===== config.mk =====
export PLATFORM = sky130hd
export DESIGN_NAME = cmp_unit_seq
export DESIGN_NICKNAME = d
export VERILOG_FILES = /design/src/rtl/cmp_unit_seq.sv
export SDC_FILE = /design/constraint.sdc
export NUM_CORES = 1
export LEC_CHECK = 0
export ABC_AREA = 0
export BUFFER_PORTS_ARGS = -buffer_cell sky130_fd_sc_hd__buf_2
export CORE_MARGIN = 10
export CORE_UTILIZATION = 52
export CTS_CLUSTER_SIZE = 24
export DETAILED_ROUTE_END_ITERATION = 10
export PLACE_DENSITY = 0.82
export REMOVE_ABC_BUFFERS = 1
export SLEW_MARGIN = 10
export SYNTH_ARGS = -nofsm -noshare
export SYNTH_HDL_FRONTEND = slang
export SYNTH_SLANG_ARGS = --single-unit

===== constraint.sdc =====
create_clock -name clk -period 2.2 [get_ports clk]
set_input_delay 0.33 -clock clk [delete_from_list [all_inputs] [get_ports clk]]
set_output_delay 0.33 -clock clk [all_outputs]
set_load 0.01 [all_outputs]

===== src/rtl/cmp_unit_seq.sv =====
// Multi-cycle compare/condition unit: walks the operands CHUNK bits per cycle, MSB chunk
// first, and returns a zero-extended boolean plus a constant-zero overflow flag.
module cmp_unit_seq #(
    parameter int WIDTH = 32,
    parameter int CHUNK = 8
) (
    input  logic             clk,
    input  logic             reset,
    input  logic             in_valid,
    output logic             in_ready,
    input  logic [WIDTH-1:0] a,
    input  logic [WIDTH-1:0] b,
    input  logic [2:0]       mode,
    input  logic             sign,
    output logic             out_valid,
    input  logic             out_ready,
    output logic [WIDTH-1:0] s,
    output logic             v
);

    localparam int NCHUNK = WIDTH / CHUNK;
    localparam int CW     = $clog2(NCHUNK + 1);
    localparam logic [CW-1:0] LAST = CW'(NCHUNK - 1);

    // state | meaning
    // IDLE  | ready for a request
    // BUSY  | one operand chunk evaluated per cycle, top chunk first
    // DONE  | result held until the consumer takes it
    typedef enum logic [1:0] {IDLE, BUSY, DONE} state_t;

    state_t          state_q;
    logic [WIDTH-1:0] a_q, b_q;
    logic [2:0]      mode_q;
    logic            sign_q, amsb_q;
    logic            eq_q, az_q, lt_q, dec_q;
    logic [CW-1:0]   cnt_q;

    logic [CHUNK-1:0] a_raw, a_ch, b_ch;
    logic            eq_d, az_d, lt_d, dec_d, res_d, neg;

    assign in_ready = (state_q == IDLE);

    always_comb begin
        a_raw = a_q[WIDTH-1 -: CHUNK];
        a_ch  = a_raw;
        b_ch  = b_q[WIDTH-1 -: CHUNK];
        // Signed ordering: flip the sign bit of the top chunk so an unsigned compare works.
        if (sign_q && cnt_q == LAST) begin
            a_ch[CHUNK-1] = ~a_ch[CHUNK-1];
            b_ch[CHUNK-1] = ~b_ch[CHUNK-1];
        end
        eq_d  = eq_q & (a_ch == b_ch);
        az_d  = az_q & (a_raw == '0);
        lt_d  = lt_q;
        dec_d = dec_q;
        if (!dec_q && (a_ch != b_ch)) begin
            dec_d = 1'b1;
            lt_d  = (a_ch < b_ch);
        end
        neg   = sign_q & amsb_q;
        res_d = 1'b0;
        case (mode_q)
            3'd0:    res_d = eq_d;
            3'd1:    res_d = ~eq_d;
            3'd2:    res_d = lt_d;
            3'd3:    res_d = az_d | neg;
            3'd4:    res_d = ~az_d & ~neg;
            3'd5:    res_d = neg;
            3'd6:    res_d = ~neg;
            default: res_d = 1'b0;
        endcase
    end

    always_ff @(posedge clk) begin
        if (reset) begin
            state_q   <= IDLE;
            out_valid <= 1'b0;
            s         <= '0;
            v         <= 1'b0;
            a_q       <= '0;
            b_q       <= '0;
            mode_q    <= '0;
            sign_q    <= 1'b0;
            amsb_q    <= 1'b0;
            eq_q      <= 1'b0;
            az_q      <= 1'b0;
            lt_q      <= 1'b0;
            dec_q     <= 1'b0;
            cnt_q     <= '0;
        end else begin
            case (state_q)
                IDLE: begin
                    if (in_valid) begin
                        a_q     <= a;
                        b_q     <= b;
                        mode_q  <= mode;
                        sign_q  <= sign;
                        amsb_q  <= a[WIDTH-1];
                        eq_q    <= 1'b1;
                        az_q    <= 1'b1;
                        lt_q    <= 1'b0;
                        dec_q   <= 1'b0;
                        cnt_q   <= LAST;
                        state_q <= BUSY;
                    end
                end
                BUSY: begin
                    eq_q  <= eq_d;
                    az_q  <= az_d;
                    lt_q  <= lt_d;
                    dec_q <= dec_d;
                    a_q   <= a_q << CHUNK;
                    b_q   <= b_q << CHUNK;
                    cnt_q <= cnt_q - 1'b1;
                    if (cnt_q == '0) begin
                        s         <= WIDTH'(res_d);
                        out_valid <= 1'b1;
                        state_q   <= DONE;
                    end
                end
                DONE: begin
                    if (out_ready) begin
                        out_valid <= 1'b0;
                        state_q   <= IDLE;
                    end
                end
                default: state_q <= IDLE;
            endcase
        end
    end

endmodule


==> impl_metrics.tcl, run 1 <==
set metrics [dict create \
    stdcell_area_sq_um 4350 \
    period_share 0.806 \
    gp_congestion 0.805 \
    crit_arrival_ns 2.06 \
    grt_setup_unrepaired "false" \
    antenna_found_initial 0 \
    cts.sinks 80 \
    crit_fanout 3 \
    yosysMostFrequentCell "nand2_1" \
    holdPathStages 3 \
    ff_latch_area_sq_um 1600 \
    start_util 0.535 \
    ir_worst_vdd_uv 401 \
    whs_ns 0.211 \
    fin_cells 645 \
    viasPerCell 5.35 \
    synthFlopType "dfxtp_1" \
    fp.dieArea_sq_um 11300 \
    post_dp_cell_area_sq_um 4180 \
    fin_crit_ns 1.77 \
    yosysWarningCount 0 \
    totalWireLength_mm 9.25 \
    drtAntennaViolNets 0 \
    vias 3449 \
    antennaDiodeCount 0 \
    critical-path-slowest-cell "nor3_1" \
    ys_types 43 \
    finalHoldViolations 0 \
    powerDensity_nw_per_um2 819 \
    r2r-end "s[0]" \
    async_flop_share 0 \
    clkLatencyLatePin_ns 0.35 \
    worstReg2RegStart "b_q[29]" \
    status "finished clean" \
    first_global_vias 3430 \
    hold_path_end "b_q[7]" \
    crit_path_cell_trace "inv_1, ha_1, nand3_1, nor3_1, or2_1, a311oi_1, a31oi_1" \
    cts_inserted_buffers 9 \
    leakagePower_nw 1.88 \
    core_area_sq_um 7210 \
    clk_pin_slew_ns 0.07 \
    crit_path_max_incr_delay_ns 0.40 \
    gr-total-overflow 0 \
    r2r_setup_slack_ns 0.43 \
    dp.cells 632 \
    syn_area_sq_um 3860 \
    drc 0 \
    drive_gt1_frac 0.187 \
    drv_cap 0 \
    grt_max_degree 55 \
    postCtsHoldBufs 0 \
    final_core_util 0.603 \
    fmaxAchievable_ghz 0.564 \
    syn_avg_cell_area_sq_um 7.87 \
    fill_cells 672 \
    p_total_mw 3.56 \
    tightest_slew_ns 0.901 \
    rows 31 \
    wire_per_inst_um 14.3 \
    grt.total_usage 0.162 \
    maxSlewHeadroom 0.399 \
    clk_path_buf_depth 2 \
    place_ws_ns 0.450 \
    synth_seq_cells 80 \
    cts-resized-gates 0 \
    io_pins 107 \
    start_kind "flop" \
    drtPass1Iterations 4 \
    cts_max_level 3 \
    cts_setup_buffers 0 \
    cp-end-kind "flop" \
    yosysTopAreaCell "dfxtp_1" \
    rr_worst_depth 7 \
    ys_seq_area_frac 0.415 \
    path_delay_family "simple AND/OR/NAND/NOR gates" \
    grt_first_pass_wirelength_mm 15.4 \
    final_nets 626 \
    dieWidth_um 106 \
    tritoncts "done" \
    post-dp-hpwl_mm 6.68 \
    synth.top_cell.area_share 0.415 \
    hp-class "primary input to flop" \
    cts_root_buffer "clkbuf_8" \
    synth_common_cells "nand2_1, dfxtp_1, nor2_1" \
    setup_slack_ns 0.426 \
    worstPathRequired_ns 2.48 \
    final-setup-viol-count 0 \
    synth_cells 490 \
    worst-path-buf-inv 1 \
    die_y_um 106 \
    io_buffers 74 \
    synth.area.top_cells "dfxtp_1, a311oi_1, nand2_1, nor2_1, buf_4" \
    finalSetupTns_ns 0 \
    first_iter_violations 196 \
    area_growth_pct 12.9 \
    min-delay-start "b[7]" \
    finalClockSkew_ns 0.00528 \
    multi_input_area_sq_um 1940 \
    synth_enable_flop_cells 0 \
    crit_type "flop to flop" \
    maxSlewViolCount 0 \
]
==> worst max path at each step <==
stage	from	end	slack, ns	cells past startpoint
after floorplan	state_q[0]	s[0]	-0.95	5
after global placement	b_q[25]	s[0]	0.53	7
after detailed placement	state_q[1]	a_q[5]	0.45	4
after CTS	b_q[29]	s[0]	0.43	7
after global routing	b_q[29]	lt_q	0.25	7
final	b_q[29]	s[0]	0.43	7
==> per-layer routing <==
metal,track usage,up-vias,share of wire
met2,0.265,111,0.46
met4,0.0754,0,0.025
met3,0.0429,22,0.057
met5,0,-,0
li1,-,1725,-
met1,0.196,1591,0.46
==> flip-flops by register name, indices dropped and copies added (netlist names) <==
signal     cells
dec_q          1
eq_q           1
az_q           1
out_valid      1
cnt_q          3
lt_q           1
b_q           32
sign_q         1
a_q           32
state_q        2
s              1
amsb_q         1
mode_q         3
==> area by class of cell <==
cell class,count,share of cell area
inverter,12,0.0103
clock buffer,12,0.0333
clock inverter,1,0.00690
sequential,80,0.368
multi-input combinational,358,0.447
timing repair buffer,83,0.106
tap,99,0.0285
==> cell usage in the layout, fill, tap and decap left out, types with 2 or more instances in the layout <==
cell type	instances
buf_2	74
a311oi_1	51
nor3_1	4
nand3_1	5
nor2_1	77
nand3b_1	3
nor3b_1	2
ha_1	10
a21oi_1	14
a211oi_1	2
xnor2_1	3
or2_1	2
a22oi_1	16
conb_1	32
nand2_1	112
buf_12	2
clkbuf_8	10
clkbuf_1	2
inv_1	12
dfxtp_1	80
buf_4	7
==> cells by family (layout without fill, tap and decap cells) <==
family | Yosys count | after routing | synth area share
simple gates | 220 | 220 | 0.240
flops | 80 | 80 | 0.415
compound gates | 91 | 91 | 0.183
fa+ha+maj | 10 | 10 | 0.0324
xor+xnor | 4 | 4 | 0.0110
mux | 1 | 1 | 0.00260
buf+inv | 83 | 108 | 0.115
other cells | 1 | 32 | 0.000972
==> report_power, final <==
group / total [mW] / leakage, nW / internal [mW] / switching (mW)
logic: 0.811 / 1.13 / 0.320 / 0.492
clock network: 1.02 / 0.0884 / 0.538 / 0.486
registers: 1.73 / 0.662 / 1.62 / 0.113
==> worst min-delay path: stages <==
cell,delay [ns]
buf_2,0.07
a22oi_1,0.05
nor2_1,0.07
Note: power is estimated with default switching activity, not from simulation.
==> run 2: changes to the inputs <==
==> constraint.sdc (replaced) <==
create_clock -name clk -period 1.8 [get_ports clk]
set_input_delay 0.27 -clock clk [delete_from_list [all_inputs] [get_ports clk]]
set_output_delay 0.27 -clock clk [all_outputs]
set_load 0.01 [all_outputs]
==> impl_metrics.tcl, run 2 (synthesized netlist as in run 1, its figures left out) <==
set metrics [dict create \
    status "finished clean" \
    ir_worst_vdd_uv 429 \
    post-dp-hpwl_mm 6.64 \
    p_total_mw 4.64 \
    clkLatencyLatePin_ns 0.35 \
    fp.dieArea_sq_um 11300 \
    path_delay_family "simple AND/OR/NAND/NOR gates" \
    fill_cells 682 \
    totalWireLength_mm 9.47 \
    maxSlewViolCount 0 \
    first_global_vias 3357 \
    clk_pin_slew_ns 0.08 \
    fin_cells 651 \
    gp_congestion 0.846 \
    r2r_setup_slack_ns 0.02 \
    critical-path-slowest-cell "dfxtp_2" \
    crit_path_max_incr_delay_ns 0.35 \
    crit_arrival_ns 2.05 \
    hp-class "primary input to flop" \
    worstPathRequired_ns 2.07 \
    first_iter_violations 180 \
    gr-total-overflow 0 \
    fin_crit_ns 1.78 \
    drc 0 \
    cts_inserted_buffers 9 \
    dieWidth_um 106 \
    drtPass1Iterations 4 \
    powerDensity_nw_per_um2 1030 \
    grt.total_usage 0.162 \
    post_dp_cell_area_sq_um 4230 \
    start_util 0.535 \
    io_buffers 74 \
    grt_first_pass_wirelength_mm 15.4 \
    min-delay-start "b[4]" \
    crit_type "flop to flop" \
    final_nets 629 \
    layout.cells.most_common_list "nand2_1, dfxtp_1, nor2_1, buf_2, a311oi_1" \
    cts.sinks 80 \
    dp.cells 635 \
    drive_gt1_frac 0.208 \
    io_pins 107 \
    vias 3372 \
    finalHoldViolations 0 \
    worstReg2RegStart "a_q[24]" \
    worst-path-buf-inv 1 \
    tritoncts "done" \
    fmaxAchievable_ghz 0.562 \
    crit_fanout 3 \
    period_share 0.989 \
    viasPerCell 5.18 \
    rr_worst_depth 7 \
    cts_root_buffer "clkbuf_8" \
    leakagePower_nw 1.94 \
    finalSetupTns_ns 0 \
    postCtsHoldBufs 0 \
    path_depth 7 \
    place_ws_ns 0.0582 \
    antennaDiodeCount 0 \
    mostFrequentLayoutCell "nand2_1" \
    start_kind "flop" \
    antenna_found_initial 0 \
    setup_slack_ns 0.0196 \
    rows 31 \
    cp-end-kind "flop" \
    die_y_um 106 \
    stdcell_area_sq_um 4500 \
    clk_path_buf_depth 2 \
    cts_max_level 3 \
    drtAntennaViolNets 0 \
    drv_cap 0 \
    crit_path_cell_trace "inv_1, ha_1, nand4_4, nor4b_4, xnor2_1, or3_1, a31oi_1" \
    top_regs "a_q: 32 flops, b_q: 32 flops" \
    finalClockSkew_ns 0.00885 \
    core_area_sq_um 7210 \
    r2r-end "s[0]" \
    crit_end "s[0]" \
    startpoint "a_q[24]" \
    grt_max_degree 63 \
    wire_per_inst_um 14.5 \
    area_growth_pct 16.7 \
    final-setup-viol-count 0 \
]
## run 2: area by class of cell
type	instances	area, sq um	area share
Clock buffer	11	141	0.0314
Clock inverter	5	80.1	0.0178
Inverter	12	45.0	0.0100
Multi-Input combinational cell	358	2000	0.444
Sequential cell	80	1600	0.356
Tap cell	99	124	0.0275
Timing Repair Buffer	86	510	0.113
## run 2: layer usage
layer,up-vias,track usage,wire length [um]
li1,1729,-,-
met3,9,0.0598,694
met2,96,0.262,4580
met1,1538,0.196,4110
met5,-,0,0
met4,0,0.0493,84
## run 2: report_power, final
group | leakage [nW] | switching (mW) | internal (mW)
clock | 0.106 | 0.641 | 0.817
combinational | 1.17 | 0.635 | 0.434
sequential | 0.662 | 0.142 | 1.97
## run 2: worst min-delay path by stage
stage                     end  slack, ns  cells after the start
floorplan              amsb_q       0.34                      1
global placement    out_valid       0.46                      2
detailed placement    b_q[19]       0.47                      2
CTS                    a_q[3]       0.15                      3
global route           a_q[0]       0.15                      3
finish                 b_q[4]       0.16                      3
## run 2: what timing repair did
action	in CTS	in global routing
setup endpoints to repair	0	2
gates resized for setup	0	8
setup buffers	0	0
## run 2: worst reg2reg max path, delay by kind of cell (launching register included)
kind                       cells  cell delay [ns]
AOI/OAI and AO/OA              1             0.14
and+or+nand+nor                3             0.77
adders and majority gates      1             0.31
buffers and inverters          1             0.05
xor gates and xnor gates       1             0.09
DFF                            1             0.35
## run 2: metrics by stage
| step | hold slack [ns] | util |
|---|---|---|
| CTS | 0.151 | 0.616 |
| floorplan | 0.339 | - |
| finish | 0.155 | 0.624 |
| detailed placement | 0.469 | 0.586 |
| global placement | 0.460 | 0.586 |
| global route | 0.147 | 0.624 |
==> run 3: changes to the inputs <==
--- a/config.mk
+++ b/config.mk
@@ -11,7 +11,7 @@
 export CORE_UTILIZATION = 52
 export CTS_CLUSTER_SIZE = 24
 export DETAILED_ROUTE_END_ITERATION = 10
-export PLACE_DENSITY = 0.82
+export PLACE_DENSITY = 0.76
 export REMOVE_ABC_BUFFERS = 1
 export SLEW_MARGIN = 10
 export SYNTH_ARGS = -nofsm -noshare
==> impl_metrics.tcl, run 3 (synthesized netlist as in run 1, its figures left out) <==
set metrics [dict create \
    die_y_um 106 \
    first_global_vias 3319 \
    tritoncts "done" \
    dp.cells 639 \
    worstPathRequired_ns 2.08 \
    cts_inserted_buffers 9 \
    gr-total-overflow 0 \
    gp_congestion 0.824 \
    antennaDiodeCount 0 \
    drc 0 \
    grt.total_usage 0.164 \
    core_area_sq_um 7210 \
    start_util 0.535 \
    io_pins 107 \
    clk_pin_slew_ns 0.08 \
    tightest_slew_ns 0.535 \
    fin_crit_ns 1.74 \
    fin_cells 657 \
    top_regs "a_q: 32 flops, b_q: 32 flops" \
    drv_cap 0 \
    clk_path_buf_depth 2 \
    vias 3463 \
    rows 31 \
    grt_setup_unrepaired "true" \
    clkLatencyLatePin_ns 0.35 \
    crit_type "flop to flop" \
    wire_per_inst_um 14.5 \
    setup_slack_ns 0.0619 \
    final_nets 635 \
    start_kind "flop" \
    fill_cells 653 \
    drtAntennaViolNets 0 \
    drtPass1Iterations 5 \
    whs_ns 0.150 \
    maxSlewViolCount 0 \
    grt_max_degree 53 \
    status "finished clean" \
    finalClockSkew_ns 0.00564 \
    totalWireLength_mm 9.53 \
    drive_gt1_frac 0.235 \
    viasPerCell 5.27 \
    cts_root_buffer "clkbuf_8" \
    leakagePower_nw 1.97 \
    io_buffers 74 \
    grt_first_pass_wirelength_mm 15.4 \
    maxSlewHeadroom 0.643 \
    finalHoldViolations 0 \
    layout.cells.most_common_list "nand2_1, nor2_1, dfxtp_1, buf_2, a311oi_1" \
    area_growth_pct 19.4 \
    post-dp-hpwl_mm 6.66 \
    period_share 0.966 \
    dieWidth_um 106 \
    first_iter_violations 205 \
    mostFrequentLayoutCell "nand2_1" \
    place_ws_ns 0.0184 \
    ir_worst_vdd_uv 585 \
    cts_max_level 3 \
    cp-end-kind "flop" \
    crit_fanout 3 \
    fp.dieArea_sq_um 11300 \
    ff_latch_area_sq_um 1610 \
    fmaxAchievable_ghz 0.575 \
    final-setup-viol-count 0 \
    multi_input_area_sq_um 2050 \
    crit_arrival_ns 2.02 \
    cts.sinks 80 \
    antenna_found_initial 0 \
    hp-class "primary input to flop" \
    powerDensity_nw_per_um2 1020 \
]
==> run 3: cell types whose count changed in the layout (fill, tap and decap cells not counted), sizes merged <==
cell / previous run / this run
clkinvlp: 2 / 0
clkbuf: 11 / 14
buf: 86 / 92
bufinv: 2 / 1
==> run 3: final cells by class <==
class                      count  share of cell area
tap                           99              0.0269
timing repair buffer          92               0.121
multi-input combinational    358               0.446
sequential                    80               0.349
clock inverter                 2             0.00761
clock buffer                  14              0.0397
inverter                      12             0.00978
==> run 3: worst paths after layout <==
path                            slack [ns]      end  depth (start not counted)    start
worst max register to register        0.06     s[0]                          7  b_q[25]
worst min-delay path                  0.15   b_q[6]                          3     b[6]
worst max-delay path                  0.06     s[0]                          7  b_q[25]
worst min register to register        0.47  a_q[29]                          2  a_q[21]
==> run 3: repair_timing <==
item	CTS	global route
gates resized for setup	0	19
hold buffers	0	0
setup endpoints to repair	0	2
buffers inserted	0	2
==> run 3: worst max-delay path: stages (launching register included) <==
cell     delay, ns
dfxtp_2       0.34
inv_2         0.04
ha_4          0.27
nand4_4       0.13
nor4b_4       0.31
xnor2_1       0.11
or3_1         0.31
a31oi_1       0.16
==> run 3: metal layers <==
layer | routed length (um) | vias to the layer above | share of wire | global-route usage
li1 | - | 1747 | - | -
met1 | 4210 | 1593 | 0.44 | 0.197
met2 | 4510 | 107 | 0.47 | 0.267
met3 | 658 | 16 | 0.069 | 0.0495
met4 | 150 | 0 | 0.016 | 0.0658
met5 | 0 | - | 0 | 0
==> run 3: metrics by stage <==
step | cell area (sq um) | TNS, ns | total power, mW | util
finish | 4600 | 0 | 4.69 | 0.638
CTS | 4470 | 0 | 4.58 | 0.620
floorplan | 3580 | -56.20 | 2.79 | -
detailed placement | 4260 | 0 | 3.17 | 0.590
global placement | 4260 | 0 | 3.14 | 0.590
global route | 4600 | -0.0707 | 4.96 | 0.638
==> run 3: power by group <==
group          switching [mW]  leakage (nW)  internal, mW  total [mW]
Combinational           0.657          1.20         0.492        1.15
Sequential              0.145         0.663          1.98        2.12
Clock                   0.625         0.113         0.791        1.42
Total                    1.43          1.97          3.26        4.69
